--- config.mk ---
export PLATFORM = sky130hd
export DESIGN_NAME = mmio_router_flat
export DESIGN_NICKNAME = d
export VERILOG_FILES = /design/src/rtl/mmio_router_pkg.sv /design/src/rtl/mmio_router_if.sv /design/src/rtl/mmio_addr_match.sv /design/src/rtl/mmio_router.sv /design/src/flat_wrapper.sv
export SDC_FILE = /design/constraint.sdc
export NUM_CORES = 1
export LEC_CHECK = 0
export ABC_AREA = 1
export CAP_MARGIN = 30
export CORE_MARGIN = 4
export CORE_UTILIZATION = 42
export CTS_BUF_LIST = sky130_fd_sc_hd__clkbuf_2
export CTS_CLUSTER_DIAMETER = 30
export CTS_CLUSTER_SIZE = 40
export DETAILED_ROUTE_END_ITERATION = 16
export PLACE_DENSITY = 0.86
export SYNTH_ARGS = -nofsm -noshare
export SYNTH_HDL_FRONTEND = slang
export SYNTH_HIERARCHICAL = 1
export SYNTH_SLANG_ARGS = --single-unit
--- constraint.sdc ---
create_clock -name clk -period 1.3 [get_ports clk]
set_input_delay 0.26 -clock clk [delete_from_list [all_inputs] [get_ports clk]]
set_output_delay 0.26 -clock clk [all_outputs]
set_load 0.02 [all_outputs]
--- src/rtl/mmio_router_pkg.sv ---
// Shared types and constants for the MMIO router family.
// State encodings, counter width and the default error read-data pattern.
package mmio_router_pkg;

  localparam int          MMIO_RT_CNT_W     = 16;
  localparam logic [31:0] MMIO_RT_ERR_RDATA = 32'hDEAD_BEEF;

  typedef enum logic [1:0] {
    MMIO_RT_IDLE = 2'd0,
    MMIO_RT_BUSY = 2'd1,
    MMIO_RT_RESP = 2'd2
  } mmio_rt_state_e;

  // Width of an encoded target index; a single target still needs one bit.
  function automatic int idx_w(input int n);
    return (n > 1) ? $clog2(n) : 1;
  endfunction

endpackage

--- src/rtl/mmio_router_if.sv ---
// CPU-side and target-side bus of the MMIO router.
// The router takes the slave view; a CPU/target model takes the master view.
interface mmio_router_if #(
  parameter int XLEN  = 32,
  parameter int N_TGT = 4
);
  logic                       cpu_mem_req;
  logic                       cpu_mem_we;
  logic [XLEN-1:0]            cpu_mem_addr;
  logic [XLEN-1:0]            cpu_mem_wdata;
  logic [XLEN-1:0]            cpu_mem_rdata;
  logic                       cpu_mem_ready;
  logic                       cpu_mem_err;
  logic [N_TGT-1:0]           tgt_req;
  logic                       tgt_we;
  logic [XLEN-1:0]            tgt_addr;
  logic [XLEN-1:0]            tgt_wdata;
  logic [N_TGT-1:0][XLEN-1:0] tgt_rdata;
  logic [N_TGT-1:0]           tgt_ready;

  modport slave (
    input  cpu_mem_req, cpu_mem_we, cpu_mem_addr, cpu_mem_wdata, tgt_rdata, tgt_ready,
    output cpu_mem_rdata, cpu_mem_ready, cpu_mem_err, tgt_req, tgt_we, tgt_addr, tgt_wdata
  );

  modport master (
    output cpu_mem_req, cpu_mem_we, cpu_mem_addr, cpu_mem_wdata, tgt_rdata, tgt_ready,
    input  cpu_mem_rdata, cpu_mem_ready, cpu_mem_err, tgt_req, tgt_we, tgt_addr, tgt_wdata
  );
endinterface

--- src/rtl/mmio_addr_match.sv ---
// Combinational base/mask window matcher; lowest matching index wins.
// Shared with the IO-path routers, so it carries no router state.
module mmio_addr_match
  import mmio_router_pkg::*;
#(
  parameter int XLEN  = 32,
  parameter int N     = 4,
  parameter int IDX_W = idx_w(N)
) (
  input  logic [XLEN-1:0]   addr,
  input  logic [N*XLEN-1:0] base,
  input  logic [N*XLEN-1:0] mask,
  output logic              hit,
  output logic [IDX_W-1:0]  idx
);
  logic [N-1:0] win_hit;

  for (genvar i = 0; i < N; i++) begin : g_win
    assign win_hit[i] = (addr & mask[i*XLEN +: XLEN]) == base[i*XLEN +: XLEN];
  end

  // Scan high to low so the lowest matching window is the last write.
  always_comb begin
    hit = |win_hit;
    idx = '0;
    for (int i = N - 1; i >= 0; i--) begin
      if (win_hit[i]) idx = IDX_W'(i);
    end
  end
endmodule

--- src/rtl/mmio_router.sv ---
// N-target MMIO router: registered decode, one-hot target request, timeout/unmapped errors.
// Optional per-target hit and error counters are built when MMIO_ROUTER_STATS_EN is defined.
module mmio_router
  import mmio_router_pkg::*;
#(
  parameter int                    XLEN      = 32,
  parameter int                    N_TGT     = 4,
  parameter logic [N_TGT*XLEN-1:0] TGT_BASE  = '0,
  parameter logic [N_TGT*XLEN-1:0] TGT_MASK  = '0,
  parameter int                    TIMEOUT   = 255,
  parameter logic [XLEN-1:0]       ERR_RDATA = XLEN'(MMIO_RT_ERR_RDATA)
) (
  input  logic                                  clk,
  input  logic                                  rst_n,
  mmio_router_if.slave                          bus,
  output logic [N_TGT-1:0][MMIO_RT_CNT_W-1:0]   stat_hit_cnt,
  output logic [MMIO_RT_CNT_W-1:0]              stat_err_cnt
);
  localparam int                     IDX_W = idx_w(N_TGT);
  localparam int                     CNT_W = MMIO_RT_CNT_W;
  localparam logic [CNT_W-1:0]       TMO   = CNT_W'(TIMEOUT);

  mmio_rt_state_e   state_q, state_d;
  logic [N_TGT-1:0] tgt_req_q, tgt_req_d;
  logic             tgt_we_q, tgt_we_d;
  logic [XLEN-1:0]  addr_q, addr_d;
  logic [XLEN-1:0]  wdata_q, wdata_d;
  logic [IDX_W-1:0] sel_q, sel_d;
  logic [CNT_W-1:0] cnt_q, cnt_d;
  logic [XLEN-1:0]  rdata_q, rdata_d;
  logic             ready_q, ready_d;
  logic             err_q, err_d;
  logic             hit;
  logic [IDX_W-1:0] idx;

  mmio_addr_match #(.XLEN(XLEN), .N(N_TGT), .IDX_W(IDX_W)) u_match (
    .addr (bus.cpu_mem_addr),
    .base (TGT_BASE),
    .mask (TGT_MASK),
    .hit  (hit),
    .idx  (idx)
  );

  always_comb begin
    state_d   = state_q;
    tgt_req_d = tgt_req_q;
    tgt_we_d  = tgt_we_q;
    addr_d    = addr_q;
    wdata_d   = wdata_q;
    sel_d     = sel_q;
    cnt_d     = cnt_q;
    rdata_d   = '0;
    ready_d   = 1'b0;
    err_d     = 1'b0;
    unique case (state_q)
      MMIO_RT_IDLE: if (bus.cpu_mem_req) begin
        tgt_we_d = bus.cpu_mem_we;
        addr_d   = bus.cpu_mem_addr;
        wdata_d  = bus.cpu_mem_wdata;
        sel_d    = idx;
        cnt_d    = CNT_W'(1);
        if (hit) begin
          state_d        = MMIO_RT_BUSY;
          tgt_req_d      = '0;
          tgt_req_d[idx] = 1'b1;
        end else begin
          state_d = MMIO_RT_RESP;
          ready_d = 1'b1;
          err_d   = 1'b1;
          rdata_d = ERR_RDATA;
        end
      end
      // cnt_q counts BUSY cycles from 1; ready on the last allowed cycle still wins.
      MMIO_RT_BUSY: begin
        if (bus.tgt_ready[sel_q]) begin
          state_d   = MMIO_RT_RESP;
          tgt_req_d = '0;
          ready_d   = 1'b1;
          rdata_d   = tgt_we_q ? '0 : bus.tgt_rdata[sel_q];
        end else if (cnt_q == TMO) begin
          state_d   = MMIO_RT_RESP;
          tgt_req_d = '0;
          ready_d   = 1'b1;
          err_d     = 1'b1;
          rdata_d   = ERR_RDATA;
        end else begin
          cnt_d = cnt_q + 1'b1;
        end
      end
      MMIO_RT_RESP: state_d = MMIO_RT_IDLE;
      default:      state_d = MMIO_RT_IDLE;
    endcase
  end

  always_ff @(posedge clk or negedge rst_n) begin
    if (!rst_n) begin
      state_q   <= MMIO_RT_IDLE;
      tgt_req_q <= '0;
      tgt_we_q  <= 1'b0;
      addr_q    <= '0;
      wdata_q   <= '0;
      sel_q     <= '0;
      cnt_q     <= '0;
      rdata_q   <= '0;
      ready_q   <= 1'b0;
      err_q     <= 1'b0;
    end else begin
      state_q   <= state_d;
      tgt_req_q <= tgt_req_d;
      tgt_we_q  <= tgt_we_d;
      addr_q    <= addr_d;
      wdata_q   <= wdata_d;
      sel_q     <= sel_d;
      cnt_q     <= cnt_d;
      rdata_q   <= rdata_d;
      ready_q   <= ready_d;
      err_q     <= err_d;
    end
  end

  assign bus.tgt_req       = tgt_req_q;
  assign bus.tgt_we        = tgt_we_q;
  assign bus.tgt_addr      = addr_q;
  assign bus.tgt_wdata     = wdata_q;
  assign bus.cpu_mem_rdata = rdata_q;
  assign bus.cpu_mem_ready = ready_q;
  assign bus.cpu_mem_err   = err_q;

`ifdef MMIO_ROUTER_STATS_EN
  logic [N_TGT-1:0][CNT_W-1:0] hit_cnt_q, hit_cnt_d;
  logic [CNT_W-1:0]            err_cnt_q, err_cnt_d;

  // Counted in the RESP cycle; sel_q stays latched until the next accept.
  always_comb begin
    hit_cnt_d = hit_cnt_q;
    err_cnt_d = err_cnt_q;
    if (ready_q && err_q && err_cnt_q != '1)
      err_cnt_d = err_cnt_q + 1'b1;
    if (ready_q && !err_q && hit_cnt_q[sel_q] != '1)
      hit_cnt_d[sel_q] = hit_cnt_q[sel_q] + 1'b1;
  end

  always_ff @(posedge clk or negedge rst_n) begin
    if (!rst_n) begin
      hit_cnt_q <= '0;
      err_cnt_q <= '0;
    end else begin
      hit_cnt_q <= hit_cnt_d;
      err_cnt_q <= err_cnt_d;
    end
  end

  assign stat_hit_cnt = hit_cnt_q;
  assign stat_err_cnt = err_cnt_q;
`else
  assign stat_hit_cnt = '0;
  assign stat_err_cnt = '0;
`endif
endmodule

--- src/flat_wrapper.sv ---
// flat-port wrapper written by rule: the top's interface ports become plain ports
module mmio_router_flat import mmio_router_pkg::*;
#(
  parameter int                    XLEN      = 32,
  parameter int                    N_TGT     = 4,
  parameter logic [N_TGT*XLEN-1:0] TGT_BASE  = '0,
  parameter logic [N_TGT*XLEN-1:0] TGT_MASK  = '0,
  parameter int                    TIMEOUT   = 255,
  parameter logic [XLEN-1:0]       ERR_RDATA = XLEN'(MMIO_RT_ERR_RDATA)
)
  (clk, rst_n, stat_hit_cnt, stat_err_cnt, bus_cpu_mem_req, bus_cpu_mem_we, bus_cpu_mem_addr, bus_cpu_mem_wdata, bus_tgt_rdata, bus_tgt_ready, bus_cpu_mem_rdata, bus_cpu_mem_ready, bus_cpu_mem_err, bus_tgt_req, bus_tgt_we, bus_tgt_addr, bus_tgt_wdata);
  mmio_router_if #(.XLEN(XLEN), .N_TGT(N_TGT)) bus_i ();
  input  logic clk;
  input  logic rst_n;
  output logic [N_TGT-1:0][MMIO_RT_CNT_W-1:0] stat_hit_cnt;
  output logic [MMIO_RT_CNT_W-1:0] stat_err_cnt;
  input wire logic [$bits(bus_i.cpu_mem_req)-1:0] bus_cpu_mem_req;
  input wire logic [$bits(bus_i.cpu_mem_we)-1:0] bus_cpu_mem_we;
  input wire logic [$bits(bus_i.cpu_mem_addr)-1:0] bus_cpu_mem_addr;
  input wire logic [$bits(bus_i.cpu_mem_wdata)-1:0] bus_cpu_mem_wdata;
  input wire logic [$bits(bus_i.tgt_rdata)-1:0] bus_tgt_rdata;
  input wire logic [$bits(bus_i.tgt_ready)-1:0] bus_tgt_ready;
  output wire logic [$bits(bus_i.cpu_mem_rdata)-1:0] bus_cpu_mem_rdata;
  output wire logic [$bits(bus_i.cpu_mem_ready)-1:0] bus_cpu_mem_ready;
  output wire logic [$bits(bus_i.cpu_mem_err)-1:0] bus_cpu_mem_err;
  output wire logic [$bits(bus_i.tgt_req)-1:0] bus_tgt_req;
  output wire logic [$bits(bus_i.tgt_we)-1:0] bus_tgt_we;
  output wire logic [$bits(bus_i.tgt_addr)-1:0] bus_tgt_addr;
  output wire logic [$bits(bus_i.tgt_wdata)-1:0] bus_tgt_wdata;
  assign bus_i.cpu_mem_req = bus_cpu_mem_req;
  assign bus_i.cpu_mem_we = bus_cpu_mem_we;
  assign bus_i.cpu_mem_addr = bus_cpu_mem_addr;
  assign bus_i.cpu_mem_wdata = bus_cpu_mem_wdata;
  assign bus_i.tgt_rdata = bus_tgt_rdata;
  assign bus_i.tgt_ready = bus_tgt_ready;
  assign bus_cpu_mem_rdata = bus_i.cpu_mem_rdata;
  assign bus_cpu_mem_ready = bus_i.cpu_mem_ready;
  assign bus_cpu_mem_err = bus_i.cpu_mem_err;
  assign bus_tgt_req = bus_i.tgt_req;
  assign bus_tgt_we = bus_i.tgt_we;
  assign bus_tgt_addr = bus_i.tgt_addr;
  assign bus_tgt_wdata = bus_i.tgt_wdata;
  mmio_router #(.XLEN(XLEN), .N_TGT(N_TGT), .TGT_BASE(TGT_BASE), .TGT_MASK(TGT_MASK), .TIMEOUT(TIMEOUT), .ERR_RDATA(ERR_RDATA)) u_core (.clk(clk), .rst_n(rst_n), .bus(bus_i), .stat_hit_cnt(stat_hit_cnt), .stat_err_cnt(stat_err_cnt));
endmodule
== Word level (Yosys, flattened, before mapping) ==
Index checks and enable logic that the tools add are counted.
Storage, ports and cells
  bits in registers: 121
  bits in latches: 0
  memory bits (writable): 0
  bits in read-only memories: 0
  input port bits: 200
  output and inout port bits: 183
  logic and storage cells: 43
  memories kept: 0
Operators by class
  add/sub/neg operators: 1
  multipliers: 0
  divide/modulo/power cells: 0
  magnitude comparators: 0
  equality and inequality tests: 6
  shift-type cells: 0
  mux-type cells: 21
  bitwise operators: 0
  reductions and logical operators: 6
Operator list (number)
  32-bit two-way mux: 4
  16-bit two-way mux: 3
  16-bit one-hot mux with 2 select lines: 1
  16-bit by 1-bit adder with 16-bit output, second input constant: 1
  16-bit by 8-bit == test with 1-bit output, second input constant: 1
  4-bit two-way mux: 3
  4-bit one-hot mux with 2 select lines: 1
  2-bit two-way mux: 3
  2-bit != test, second input constant: 3
  1-bit two-way mux: 5
  2-bit one-hot mux with 2 select lines: 1
  2-bit AND reduction: 2
  4-bit AND reduction: 1
  3-bit by 1-bit != test with 1-bit output, second input constant: 1
  3-bit AND reduction: 1
  2-bit by 1-bit == test with 1-bit output, second input constant: 1
  2-bit logical NOT: 1
  2-bit nonzero test: 1

== Logic depth before layout (Yosys ltp) ==
  word-level depth: 4
  depth in mapped cells: 17
  gate-level depth less buffers: 16

== Hierarchy ==
Netlist, hierarchy kept.
By module, submodules not included
  mmio_router: times used 1, cells each 771, area each 6776.5 µm², sequential area each 3078.0 µm²
  mmio_addr_match: times used 1, cells each 669, area each 3030.4 µm², sequential area each 0.0 µm²

== Worst setup path after synthesis ==
OpenSTA, ideal clock, no wires.
  path kind: flip-flop to flip-flop
  start: reg u_core.cnt_q[0]
  end: reg u_core.cnt_q[4]
  library setup time: 0.124 ns
  arrival: 1.308 ns
  data required time: 1.176 ns
  path slack: -0.132 ns
  stages on the path, launching flop included: 8
  buffers on the path: 1
  period minus slack after synthesis: 1.432 ns
  path through: dfrtp_1 ha_1 nand3_2 nor2_4 nand3_2 nand3_4 buf_8 o21ai_1
Between the ends
  word-level cells in the longest chain between the ends: 4
  elaborated cells between the ends (all ways): 7
  those cells by class: 1 x add/sub; 2 x eq/ne; 3 x mux; 1 x reduce/logical
RTL lines
  start, declared: RTL line mmio_router.sv:29  | logic [CNT_W-1:0] cnt_q, cnt_d;
  start signal, assigned: RTL line mmio_router.sv:114  | cnt_q <= cnt_d;
  16-bit by 1-bit adder with 16-bit output: RTL line mmio_router.sv:87  | cnt_d = cnt_q + 1'b1;
  16-bit two-way mux: RTL line mmio_router.sv:80  | end else if (cnt_q == TMO) begin
  16-bit two-way mux: RTL line mmio_router.sv:75  | if (bus.tgt_ready[sel_q]) begin
  16-bit one-hot mux with 2 select lines: RTL line mmio_router.sv:55  | unique case (state_q)
Parallel ways exist; a longest one is shown, timed or not. The select of a mux whose other input is x is not followed.
A chain may end at the register's enable or synchronous reset.

==> summary.txt <==
Commonest non-fill, non-tap cells in the layout -> 491 x conb_1, 424 x nand2_1, 198 x clkdlybuf4s50_1
Detailed Route WL -> 42300 microns
Cells after Synth -> 1440
Run status -> finished with violations
H-tree levels -> 4
Delay-heaviest family, CP -> buffers and inverters
Critical-path cell list -> inv_4, buf_8, buf_6, buf_12, buf_6, o21ai_2, nand2_1, a21oi_2, o21ai_1
Final period util -> 134%
Most common cell after layout, fill and taps aside -> conb_1
Starting density of the core -> 43.1%
Failing checks -> setup timing
CP bufs+invs -> 5
Post-DRT Antenna Nets -> 0
Post-synthesis sequential area ratio -> 31.4%
Lkg Pwr -> 9.09 nW
DRC Markers -> 0
Initial antenna violation count -> 1
Initial DRT Pass Iterations -> 8
Ratio of cells with drive above 1 in the final layout -> 26.3%
Grt total ovfl -> 0
Post-Syn Area -> 0.00981 sq mm
Crit-path slowest cell -> dfrtp_2
Sequential Area -> 0.00309 sq mm
DP Wirelength -> 25200 microns
RSZ-0062 raised after global routing -> true
Filler instances -> 1485
Worst EP arrival -> 2350 ps
Area leader, netlist -> dfrtp_1
Peak VDD IR -> 0.689 mV
Core Area -> 0.0228 sq mm
Number of vias per cell -> 4.66
Crit Path Class -> register to register
Slew Limit Fails -> 0
Vias in the first global route -> 11200
Worst Hold Class -> primary input to register
Fmax achieved -> 575 MHz
Clock-pin slew on the worst setup and hold paths -> 210 ps
Most common cell on crit path -> buf_6
CTS Sinks -> 123
Iter 0 DRT Violations -> 1088
Skew final -> 39.8 ps
Fin. Hold Viols -> 0
Yosys reg bits -> 123
Startpoint types -> register
Multi-input logic area -> 0.00855 sq mm
CTS Root Cell -> clkbuf_2
Worst path max stage delay -> 510 ps
First-pass GRT wire length -> 56000 microns
Setup violations, final -> 226
Power Total -> 12.3 mW
Synth Flop Type -> dfrtp_1
Worst-Skew Late Latency -> 730 ps
I/O Buffers -> 302
Num CTS Buffers -> 17
Full die area -> 0.0259 sq mm
PwrDens -> 687 mW/mm^2
Post-route minimum period -> 1740 ps
All-Layer GR Usage -> 27.0%
Largest net degree at the start of global routing -> 49
GPL Wtd Cong -> 0.958
Detailed-route wire length per cell -> 16.1 microns
Post-synth EDFFs -> 0
Top post-synthesis cells by area -> dfrtp_1 31%, nand2_1 18%, nor2_1 7.5%, mux2_2 7.3%, buf_4 6.6%
Synth-to-layout area growth -> 82.1%
Worst EP required -> 1910 ps
Worst-path maximum fanout -> 5
Number of vias in the routed layout -> 12200
CTS max path bufs -> 2
PnR worst setup slack -> -441 ps
Avg Inst Size Synth -> 6.81 sq um
FFs w/ async S/R, synth -> 100%
Rows -> 55
Layout Utilization -> 78.4%
Crit. End Element -> register
Final #Nets -> 2503
Yosys warning total -> 6
Die width -> 161 microns
Post-synth top area share -> 31.4%
Cell variety after synth -> 37
DIE HEIGHT -> 161 microns
Num ports -> 383
TritonCTS clock tree -> built
Max cap viols -> 0
-- cell type report --
class                      count  area share (%)
multi-input combinational   1588            47.9
timing repair buffer         470            28.8
sequential                   123            17.3
inverter                     102            2.21
tap                          313            2.19
clock inverter                14            1.09
clock buffer                  18           0.504
antenna                        1          0.0140
-- flip-flops by register name, summed over array words and instances, names as in the netlist --
signal                    cells
u_core/sel_q                  2
u_core/bus.cpu_mem_ready      1
u_core/bus.tgt_wdata         32
u_core/cnt_q                 16
u_core/bus.cpu_mem_err        1
u_core/bus.tgt_addr          32
u_core/bus.cpu_mem_rdata     32
u_core/bus.tgt_we             1
u_core/state_q                2
u_core/bus.tgt_req            4
-- cells by family (layout without fill, tap and decap cells) --
group,count (synthesis),count (layout),share of synthesized area [%]
compound gates,138,138,7.36
xor+xnor,56,56,5.00
buf+inv,223,604,12.6
simple gates,834,838,36.1
other cells,1,492,0.0382
flops,123,123,31.4
mux,64,64,7.35
fa+ha+maj,1,1,0.128
-- worst paths after layout --
kind | startpoint | to | slack (ps) | cells past startpoint
min in group asynchronous | rst_n | u_core/bus.tgt_addr[28] | 600 | 4
max reg2reg | u_core/sel_q[0] | u_core/bus.cpu_mem_rdata[6] | -440 | 9
min | bus_cpu_mem_wdata[2] | u_core/bus.tgt_wdata[2] | 140 | 2
max in group asynchronous | rst_n | u_core/bus.cpu_mem_rdata[21] | 90 | 4
max | u_core/sel_q[0] | u_core/bus.cpu_mem_rdata[6] | -440 | 9
min reg2reg | u_core/bus.tgt_wdata[8] | u_core/bus.tgt_wdata[8] | 550 | 1
-- power breakdown --
group	total [mW]	switching (mW)	internal, mW	leakage [nW]
logic	4.85	2.46	2.39	7.42
clock network	2.95	1.67	1.28	0.156
registers	4.47	0.271	4.19	1.51
total	12.3	4.40	7.86	9.09
-- cells in the mapped netlist (all sizes together), types with 2 or more instances --
cell      n
a21oi    44
and2      3
buf     108
clkbuf   13
clkinv    2
dfrtp   123
inv     100
mux2     64
nand2   472
nand3    88
nand3b   29
nand4    13
nor2    205
nor3     12
o21ai    92
or2      11
xnor2    15
xor2     41
-- stage by stage --
stage | cells | TNS [ps] | instance area (sq um) | hold slack (ps) | setup slack [ps]
6_report | 2629 | -57790 | 17900 | 136 | -441
5_1_grt | 2629 | -72110 | 17900 | 56.4 | -459
4_1_cts | 2593 | -44880 | 16700 | 18.9 | -371
3_5_place_dp | 2515 | -46820 | 15000 | 61.5 | -485
3_3_place_gp | 2515 | -43070 | 15000 | 61.8 | -439
2_1_floorplan | 1930 | -612 | 11700 | -35.6 | -29.7
-- per-layer routing --
layer	vias to the layer above	GRT usage [%]	wire, microns
li1	5748	-	-
met1	5467	32.9	15400
met2	773	46.2	20100
met3	253	6.16	4150
met4	0	11.2	2740
met5	-	0	0
-- repair_timing --
action,CTS,global route
resized for setup,823,215
pin swaps,121,106
gates cloned,17,12
endpoints found under the setup margin,224,224
hold buffers,2,1
setup buffers,28,34
hold endpoints to repair,123,14
Power figures use the tool's default switching activity.
